$ cat src/rtl/instruction_fetch_pkg.sv
// Shared definitions for the instruction fetch stage and its neighbours.
//   - fetch_state_t : 2-bit FSM encoding for the fetch controller
//   - RESET_PC_DEFAULT : default PC loaded on reset
//   - *_HI/*_LO : bit positions of the instruction fields
//   - OPC_*/FUNCT_* : opcode and funct values shared with the decoder
//   - branch_offset(): sign-extended, word-scaled branch displacement
package instruction_fetch_pkg;

    typedef enum logic [1:0] {
        ST_FETCH = 2'b00,
        ST_HOLD  = 2'b01,
        ST_FAULT = 2'b10
    } fetch_state_t;

    localparam logic [31:0] RESET_PC_DEFAULT = 32'h0000_0000;

    // Instruction field bit positions
    localparam int OP_HI    = 31;
    localparam int OP_LO    = 26;
    localparam int RS_HI    = 25;
    localparam int RS_LO    = 21;
    localparam int RT_HI    = 20;
    localparam int RT_LO    = 16;
    localparam int RD_HI    = 15;
    localparam int RD_LO    = 11;
    localparam int IMM_HI   = 15;
    localparam int IMM_LO   = 0;
    localparam int TGT_HI   = 25;
    localparam int TGT_LO   = 0;
    localparam int FUNCT_HI = 5;
    localparam int FUNCT_LO = 0;

    // Opcode / funct values used by the decoder
    localparam logic [5:0] OPC_RTYPE = 6'h00;
    localparam logic [5:0] OPC_J     = 6'h02;
    localparam logic [5:0] OPC_JAL   = 6'h03;
    localparam logic [5:0] OPC_BEQ   = 6'h04;
    localparam logic [5:0] OPC_BNE   = 6'h05;
    localparam logic [5:0] OPC_LW    = 6'h23;
    localparam logic [5:0] OPC_SW    = 6'h2B;
    localparam logic [5:0] FUNCT_JR  = 6'h08;

    // Branch displacement: imm16 counts words, sign-extended to 32 bits
    function automatic logic [31:0] branch_offset(input logic [15:0] imm);
        return {{14{imm[15]}}, imm, 2'b00};
    endfunction

endpackage

$ cat src/rtl/instruction_fetch_next_pc_logic.sv
// next_pc_logic: combinational next-PC selection applied on retire.
//   in  pc_plus4, target26, imm16, rs_data  : candidate address sources
//   in  jump, jumpReg, branchatall, bne     : decoder controls
//   in  alu_zero                            : branch condition source
//   out next_pc                             : selected next PC
// Priority: JR, then J/JAL, then taken branch, else sequential.
module next_pc_logic
    import instruction_fetch_pkg::*;
(
    input  logic [31:0] pc_plus4,
    input  logic [25:0] target26,
    input  logic [15:0] imm16,
    input  logic [31:0] rs_data,
    input  logic        jump,
    input  logic        jumpReg,
    input  logic        branchatall,
    input  logic        bne,
    input  logic        alu_zero,
    output logic [31:0] next_pc
);

    logic        branch_taken;
    logic [31:0] jr_target;
    logic [31:0] j_target;
    logic [31:0] br_target;

    // bne inverts the sense of the zero test
    assign branch_taken = branchatall & (alu_zero ^ bne);
    // A misaligned register target is forced onto a word boundary
    assign jr_target    = rs_data & 32'hFFFF_FFFC;
    assign j_target     = {pc_plus4[31:28], target26, 2'b00};
    assign br_target    = pc_plus4 + branch_offset(imm16);

    always_comb begin
        next_pc = pc_plus4;
        if (jumpReg) begin
            next_pc = jr_target;
        end else if (jump) begin
            next_pc = j_target;
        end else if (branch_taken) begin
            next_pc = br_target;
        end
    end

endmodule

$ cat src/rtl/instruction_fetch.sv
// instruction_fetch: owns the PC, fetches one instruction at a time over a
// level req/ack handshake, holds it for the decoder and advances on retire.
//   clk, reset                 : clock, synchronous active-high reset
//   imem_req/addr/rdata/ack    : instruction memory handshake
//   retire, stall              : advance request from the core (stall masks)
//   jump, jumpReg, branchatall, bne, alu_zero, rs_data : next-PC controls
//   instr_valid, instr, op, funct, rs, rt, rd, imm16, target26 : held instr
//   pc, pc_plus4               : address of held instr and its successor
//   fetch_fault                : sticky, memory failed to ack in time
module instruction_fetch
    import instruction_fetch_pkg::*;
#(
    parameter logic [31:0] RESET_PC = RESET_PC_DEFAULT,
    parameter int          TIMEOUT  = 16
) (
    input  logic        clk,
    input  logic        reset,
    output logic        imem_req,
    output logic [31:0] imem_addr,
    input  logic [31:0] imem_rdata,
    input  logic        imem_ack,
    input  logic        retire,
    input  logic        stall,
    input  logic        jump,
    input  logic        jumpReg,
    input  logic        branchatall,
    input  logic        bne,
    input  logic        alu_zero,
    input  logic [31:0] rs_data,
    output logic        instr_valid,
    output logic [31:0] instr,
    output logic [5:0]  op,
    output logic [5:0]  funct,
    output logic [4:0]  rs,
    output logic [4:0]  rt,
    output logic [4:0]  rd,
    output logic [15:0] imm16,
    output logic [25:0] target26,
    output logic [31:0] pc,
    output logic [31:0] pc_plus4,
    output logic        fetch_fault
);

    localparam int CNT_W = (TIMEOUT > 1) ? $clog2(TIMEOUT) : 1;
    localparam logic [CNT_W-1:0] CNT_LAST = CNT_W'(TIMEOUT - 1);

    fetch_state_t     state_reg, state_next;
    logic [31:0]      pc_reg, pc_next;
    logic [31:0]      instr_reg, instr_next;
    logic             valid_reg, valid_next;
    logic [CNT_W-1:0] count_reg, count_next;
    logic [31:0]      next_pc;

    always_ff @(posedge clk) begin
        if (reset) begin
            state_reg <= ST_FETCH;
            pc_reg    <= RESET_PC;
            instr_reg <= '0;
            valid_reg <= 1'b0;
            count_reg <= '0;
        end else begin
            state_reg <= state_next;
            pc_reg    <= pc_next;
            instr_reg <= instr_next;
            valid_reg <= valid_next;
            count_reg <= count_next;
        end
    end

    always_comb begin
        state_next = state_reg;
        pc_next    = pc_reg;
        instr_next = instr_reg;
        valid_next = valid_reg;
        count_next = count_reg;
        case (state_reg)
            ST_FETCH: begin
                if (imem_ack) begin
                    instr_next = imem_rdata;
                    valid_next = 1'b1;
                    count_next = '0;
                    state_next = ST_HOLD;
                end else if (count_reg == CNT_LAST) begin
                    valid_next = 1'b0;
                    state_next = ST_FAULT;
                end else begin
                    count_next = count_reg + 1'b1;
                end
            end
            ST_HOLD: begin
                // A stalled retire is dropped, not remembered
                if (retire && !stall) begin
                    pc_next    = next_pc;
                    valid_next = 1'b0;
                    state_next = ST_FETCH;
                end
            end
            ST_FAULT: begin
                valid_next = 1'b0;
            end
            default: begin
                state_next = ST_FAULT;
                valid_next = 1'b0;
            end
        endcase
    end

    next_pc_logic u_next_pc (
        .pc_plus4    (pc_plus4),
        .target26    (target26),
        .imm16       (imm16),
        .rs_data     (rs_data),
        .jump        (jump),
        .jumpReg     (jumpReg),
        .branchatall (branchatall),
        .bne         (bne),
        .alu_zero    (alu_zero),
        .next_pc     (next_pc)
    );

    assign imem_req    = (state_reg == ST_FETCH);
    assign imem_addr   = pc_reg;
    assign fetch_fault = (state_reg == ST_FAULT);
    assign instr_valid = valid_reg;
    assign instr       = instr_reg;
    assign pc          = pc_reg;
    assign pc_plus4    = pc_reg + 32'd4;

    assign op       = instr_reg[OP_HI:OP_LO];
    assign funct    = instr_reg[FUNCT_HI:FUNCT_LO];
    assign rs       = instr_reg[RS_HI:RS_LO];
    assign rt       = instr_reg[RT_HI:RT_LO];
    assign rd       = instr_reg[RD_HI:RD_LO];
    assign imm16    = instr_reg[IMM_HI:IMM_LO];
    assign target26 = instr_reg[TGT_HI:TGT_LO];

endmodule
$ cat config.mk
export PLATFORM = sky130hd
export DESIGN_NAME = instruction_fetch
export DESIGN_NICKNAME = d
export VERILOG_FILES = /design/src/rtl/instruction_fetch_pkg.sv /design/src/rtl/instruction_fetch_next_pc_logic.sv /design/src/rtl/instruction_fetch.sv
export SDC_FILE = /design/constraint.sdc
export NUM_CORES = 1
export LEC_CHECK = 0
export BUFFER_PORTS_ARGS = -buffer_cell sky130_fd_sc_hd__buf_4
export CAP_MARGIN = 5
export CORE_ASPECT_RATIO = 2
export CORE_MARGIN = 1.5
export CORE_UTILIZATION = 44
export CTS_CLUSTER_SIZE = 10
export DETAILED_ROUTE_END_ITERATION = 16
export PLACE_DENSITY = 0.8
export SETUP_SLACK_MARGIN = 0.2
export SLEW_MARGIN = 20
export SYNTH_ARGS = -nofsm -noshare
export SYNTH_HDL_FRONTEND = slang
export SYNTH_HIERARCHICAL = 1
export SYNTH_SLANG_ARGS = --single-unit
$ cat constraint.sdc
create_clock -name clk -period 3.3 [get_ports clk]
set_input_delay 0.165 -clock clk [delete_from_list [all_inputs] [get_ports clk]]
set_output_delay 0.165 -clock clk [all_outputs]
set_load 0.005 [all_outputs]
-- Word-level counts from Yosys, hierarchy flattened
Cells that the tools add are included.
- ROM bits: 0
- memories kept: 0
- bits in latches: 0
- bits in writable memories: 0
- logic and storage cells: 38
- bits in registers: 71
- output and inout bits: 200
- bits of input ports: 74
- bitwise logic cells: 3
- add/subtract/negate cells: 3
- multiplexer cells: 13
- reductions and logical operators: 8
- $lt $le $gt $ge: 0
- multipliers: 0
- div/mod/pow operators: 0
- shift operators: 0
- equal/unequal tests: 6
- operators with widths (kind ; number):
    $mux W32 ; 3
    $add A32 B3 Y32 const B ; 1
    $add A32 B32 Y32 ; 1
    $mux W4 ; 2
    $reduce_and A2 Y1 ; 4
    $mux W2 ; 3
    $pmux W2 S3 ; 1
    $add A4 B1 Y4 const B ; 1
    $eq A4 B4 Y1 const B ; 1
    $ne A2 B2 Y1 const B ; 2
    $mux W1 ; 3
    $ne A3 B1 Y1 const B ; 1
    $reduce_and A3 Y1 ; 1
    $eq A2 B1 Y1 const B ; 1
    $eq A2 B2 Y1 const B ; 1
    $logic_not A2 Y1 ; 1
    $pmux W1 S2 ; 1
    $and A1 B1 Y1 ; 1
    $logic_and A1 B1 Y1 ; 1
    $logic_not A1 Y1 ; 1
    $not A1 Y1 ; 1
    $xor A1 B1 Y1 ; 1

-- Longest topological paths before layout
- word-level depth: 5
- depth in mapped cells: 18
- depth with buffers taken out: 17

-- By module
Netlist, hierarchy kept.
- by module, submodules not included (module ; sequential area each (um2) ; instances ; area each (um2) ; cells each):
    instruction_fetch ; 1421.4 ; 1 ; 3858.7 ; 497
    next_pc_logic ; 0.0 ; 1 ; 2349.8 ; 366

-- Worst setup path after synthesis
Ideal clock, no wire load.
- path type: reg2reg
- from: register pc_reg[2] (netlist: imem_addr[2])
- to: register pc_reg[24] (netlist: imem_addr[24])
- library setup time: 0.132 ns
- path buffers: 0
- stages on the path, launching flop included: 18
- arrival: 3.469 ns
- required time: 3.168 ns
- clock period less this slack: 3.601 ns
- slack: -0.301 ns
- path through: dfxtp_1 > ha_1 > bufinv_8 > nor3_4 > and3_1 > xor2_1 > ha_1 > a21o_1 > a21o_1 > a21o_1 > a211oi_2 > o21ai_1 > a2111oi_2 > nor3_1 > o31ai_1 > a21oi_1 > nand2_1 > a21oi_1
- longest elaborated chain between the ends: 5
- RTL lines (item ; RTL line ; RTL):
    from (decl) ; instruction_fetch.sv:48 ; logic [31:0] pc_reg, pc_next;
    from (signal assigned) ; instruction_fetch.sv:63 ; pc_reg <= pc_next;
    $add A32 B3 Y32 ; instruction_fetch.sv:127 ; assign pc_plus4 = pc_reg + 32'd4;
    via pc_plus4[14] ; instruction_fetch.sv:40 ; output logic [31:0] pc_plus4,
    $add A32 B32 Y32 ; instruction_fetch_next_pc_logic.sv:32 ; assign br_target = pc_plus4 + branch_offset(imm16);
    $mux W32 ; instruction_fetch_next_pc_logic.sv:40 ; end else if (branch_taken) begin
    $mux W32 ; instruction_fetch_next_pc_logic.sv:38 ; end else if (jump) begin
    $mux W32 ; instruction_fetch_next_pc_logic.sv:36 ; if (jumpReg) begin
    via next_pc[24] ; instruction_fetch.sv:52 ; logic [31:0] next_pc;
The timed path passes the listed nets, and every way through them passes these cells.
A chain may end at the register's enable or synchronous reset.

-- Worst setup path in the final report
- from: register pc_reg[10] (netlist: imem_addr[10])
- to: register pc_reg[21] (netlist: imem_addr[21])
- longest elaborated chain between the ends: 5
- RTL lines (item ; RTL line):
    $add A32 B3 Y32 (*) ; instruction_fetch.sv:127
    $add A32 B32 Y32 ; instruction_fetch_next_pc_logic.sv:32
    $mux W32 (*) ; instruction_fetch_next_pc_logic.sv:40
    $mux W32 (*) ; instruction_fetch_next_pc_logic.sv:38
    $mux W32 (*) ; instruction_fetch_next_pc_logic.sv:36
    via next_pc[21] ; instruction_fetch.sv:52
The timed path passes the listed nets; every way through them passes the cells marked *.

==> out/results.md <==
- **I/O pin count** 274
- **required time reported for the critical path endpoint** 3.49 ns
- **root buffer cell** sky130_fd_sc_hd__clkbuf_16
- **count of flip-flops with a built-in enable after synthesis** 0
- **die outline area** 14900 um2
- **period utilisation layout** 1.08
- **Crit path buffers/inverters** 3
- **Lkg Pwr** 4.55 nW
- **worst hold path endpoint** instr[24]$_SDFFE_PP0P_
- **buffers from clock root to sink, at most** 2
- **crit-path max FO** 5
- **Final #Nets** 1266
- **number of antenna violations at the first check in global routing** 0
- **type of origin of the critical path** register
- **Antenna Diode Count** 0
- **share of flip-flops with an asynchronous set or reset** 0
- **most common cell after layout, fill and taps aside** sky130_fd_sc_hd__buf_4
- **Netlist Area Pre-Place** 6210 um2
- **final critical-path required period** 3.57 ns
- **Pwr per Cell Area** 267 nW/um2
- **DRT antenna net count** 0
- **Rel. slew slack** 0.466
- **total CTS buffers** 9
- **crit path capture type** register
- **H-Tree Level Count** 3
- **# rows** 61
- **average wire length per cell after detail routing** 19.6 um
- **DRT iter0 DRCs** 491
- **GR Util All Layers** 0.333
- **Final Max Tran Viols** 0
- **most frequent cell on the critical path** sky130_fd_sc_hd__a21oi_1
- **reg-to-reg setup timing slack** -0.27 ns
- **Worst Reg-to-Reg Cells** 19
- **total detailed-routing wirelength** 26.6 mm
- **routability cong.** 0.960
- **count of buffers inserted at the top-level ports** 271
- **vias in the first global route** 7068
- **leading register cell type out of synthesis** sky130_fd_sc_hd__dfxtp_1
- **routed via count** 7630
- **Die Span X** 87.0 um
- **highest-count cells in the layout ignoring fill and taps** sky130_fd_sc_hd__buf_4 (420), sky130_fd_sc_hd__nand2_1 (190), sky130_fd_sc_hd__a21oi_1 (106)
- **Tightest Hold Check Type** input port to register
- **share of final-layout standard cells stronger than drive strength 1** 0.470
- **Multi-input gate area** 4320 um2
- **VDD IR max** 0.281 mV
- **global-route wire length before repair** 36.9 mm
- **critical-path cell with the highest stage delay** sky130_fd_sc_hd__xnor2_2
- **placeable core area** 13800 um2
- **Maximum Capacitance Violations** 0
- **number of hold-repair buffers added at the cts stage** 0
- **post-synthesis sequential area ratio** 0.229
- **beginning of the worst hold path** imem_rdata[24]
- **Unique masters post-synth** 67
- **highest attainable clock frequency** 0.280 GHz
- **Clock transition at path regs** 0.07 ns
- **detailed-routing iteration count for the pre-antenna-repair pass** 6
- **number of synthesized register bits** 71
- **# setup viols final** 15
- **Worst Hold Margin** 0.0615 ns
- **cell count after synthesis** 863
- **initial core utilization** 0.449
- **setup TNS** -1.70 ns
- **DP Worst Slack** -0.148 ns
- **capture point of the worst reg-to-reg path** imem_addr[21]$_SDFFE_PP0P_
- **critical-path cell list** nand4_4, nor3_4, buf_6, nand2_1, xnor2_2, ha_1, nor3_1, nor2_2, o41ai_4, buf_4, buf_4, a31oi_4, a31oi_1, xor2_1, nor2_1, a21oi_1, a21oi_1, nand2_1, a21oi_1
- **violations in the final reports** setup timing
- **worst setup path class** register to register
- **Via density** 5.64
- **Synth Net Count** 969
- **average footprint of a synthesized cell** 7.19 um2
- **status** complete, but fails checks
- **grt ovf** 0
- **area occupied by registers** 1470 um2
- **fill cell instance count of the final layout** 1114
- **sinks on the clock net** 71
- **Worst Setup Slack, final** -0.269 ns
- **RSZ-0062 raised after global routing** true
- **data arrival time of the worst path** 3.76 ns
- **Crit path max-delay family** simple AND/OR/NAND/NOR gates
- **pin count of the biggest net entering global routing** 72
- **worst reg2reg path startpoint** imem_addr[10]$_SDFFE_PP0P_
- **actual slew at the worst max-slew pin** 0.801 ns
- **Die Y** 171 um
- **synthesis-to-layout area growth** 55.0%
- **final count of hold timing violations** 0
- **number of cells traversed by the worst hold path** 3
- **TritonCTS clock tree** done
- **final routed DRC violation total** 0
- **clock latency of the later-clocked register in the worst-skew pair** 0.34 ns
- **setup skew after layout** 0.0109 ns
- **yosys synthesis warning count** 6
- **largest incremental delay on the critical path** 0.39 ns
- **Detail Placement HPWL** 19.1 mm
==> Yosys cell counts (all sizes together) (8+ instances only) <==
library cell	instances	area [um2]
inv	13	48.8
xnor2	35	307
o21ai	42	210
xor2	18	158
and3	10	63.8
nand3	17	85.1
nor2	39	149
nand4	12	105
a31oi	12	90.1
clkbuf	32	120
a21o	15	114
o211ai	8	65.1
nor3	13	87.6
buf	111	820
ha	31	388
dfxtp	71	1420
nand2	194	731
a21oi	116	588
==> kinds of logic (layout without fill, tap and decap cells) <==
group | after synthesis | count (layout) | share of synthesized area
muxes | 6 | 6 | 0.00988
AOI/OAI and AO/OA | 238 | 238 | 0.239
xor gates and xnor gates | 53 | 53 | 0.0748
adders and majority gates | 32 | 32 | 0.0657
buffers and inverters | 158 | 460 | 0.163
and+or+nand+nor | 305 | 305 | 0.219
DFF | 71 | 71 | 0.229
==> per-layer routing <==
metal,GRT usage,share of wire
met2,0.610,0.52
met1,0.305,0.32
met5,0,0
met4,0.289,0.095
met3,0.0550,0.073
==> worst max-delay path by stage <==
stage          slack (ns)                       start  depth (start not counted)                    endpoint
2_1_floorplan       0.003   imem_addr[6]$_SDFFE_PP0P_                         16  imem_addr[24]$_SDFFE_PP0P_
6_report            -0.27  imem_addr[10]$_SDFFE_PP0P_                         19  imem_addr[21]$_SDFFE_PP0P_
3_5_place_dp        -0.15   imem_addr[6]$_SDFFE_PP0P_                         19  imem_addr[16]$_SDFFE_PP0P_
5_1_grt             -0.42  imem_addr[10]$_SDFFE_PP0P_                         19  imem_addr[21]$_SDFFE_PP0P_
3_3_place_gp        -0.12   imem_addr[6]$_SDFFE_PP0P_                         19  imem_addr[16]$_SDFFE_PP0P_
4_1_cts             -0.11   imem_addr[2]$_SDFFE_PP0P_                         16  imem_addr[31]$_SDFFE_PP0P_
==> per-stage QoR <==
stage	area (um2)	util	std cells	total power [W]
after floorplan	6360	-	863	0.00129
after global placement	8670	0.628	1311	0.00158
after detailed placement	8670	0.628	1311	0.00159
after CTS	9140	0.662	1334	0.00253
after global routing	9620	0.696	1354	0.00267
final	9620	0.696	1354	0.00257
==> report_power, final <==
| group | internal (W) | switching (W) |
|---|---|---|
| registers | 0.000883 | 0.0000491 |
| clock network | 0.000513 | 0.000422 |
| logic | 0.000342 | 0.000359 |
| total | 0.00174 | 0.000830 |
==> final cells by class <==
type	count	share of cell area
multi-input combinational	634	0.449
tap	189	0.0246
timing repair buffer	429	0.338
inverter	15	0.00663
clock inverter	6	0.00442
clock buffer	10	0.0238
sequential	71	0.153
==> worst register-to-register path, cell delays in order (launching register included) <==
cell	delay (ns)
sky130_fd_sc_hd__dfxtp_4	0.35
sky130_fd_sc_hd__nand4_4	0.17
sky130_fd_sc_hd__nor3_4	0.25
sky130_fd_sc_hd__buf_6	0.15
sky130_fd_sc_hd__nand2_1	0.09
sky130_fd_sc_hd__xnor2_2	0.39
sky130_fd_sc_hd__ha_1	0.38
sky130_fd_sc_hd__nor3_1	0.11
sky130_fd_sc_hd__nor2_2	0.14
sky130_fd_sc_hd__o41ai_4	0.12
sky130_fd_sc_hd__buf_4	0.16
sky130_fd_sc_hd__buf_4	0.13
sky130_fd_sc_hd__a31oi_4	0.19
sky130_fd_sc_hd__a31oi_1	0.12
sky130_fd_sc_hd__xor2_1	0.15
sky130_fd_sc_hd__nor2_1	0.06
sky130_fd_sc_hd__a21oi_1	0.20
sky130_fd_sc_hd__a21oi_1	0.11
sky130_fd_sc_hd__nand2_1	0.09
sky130_fd_sc_hd__a21oi_1	0.06
==> repair_timing <==
| item | in CTS | in global routing |
|---|---|---|
| endpoints found under the setup margin | 21 | 25 |
| resized for setup | 25 | 63 |
| setup buffers | 7 | 20 |
| pin swaps | 26 | 32 |
| cloned | 0 | 0 |
Power figures use the tool's default switching activity.
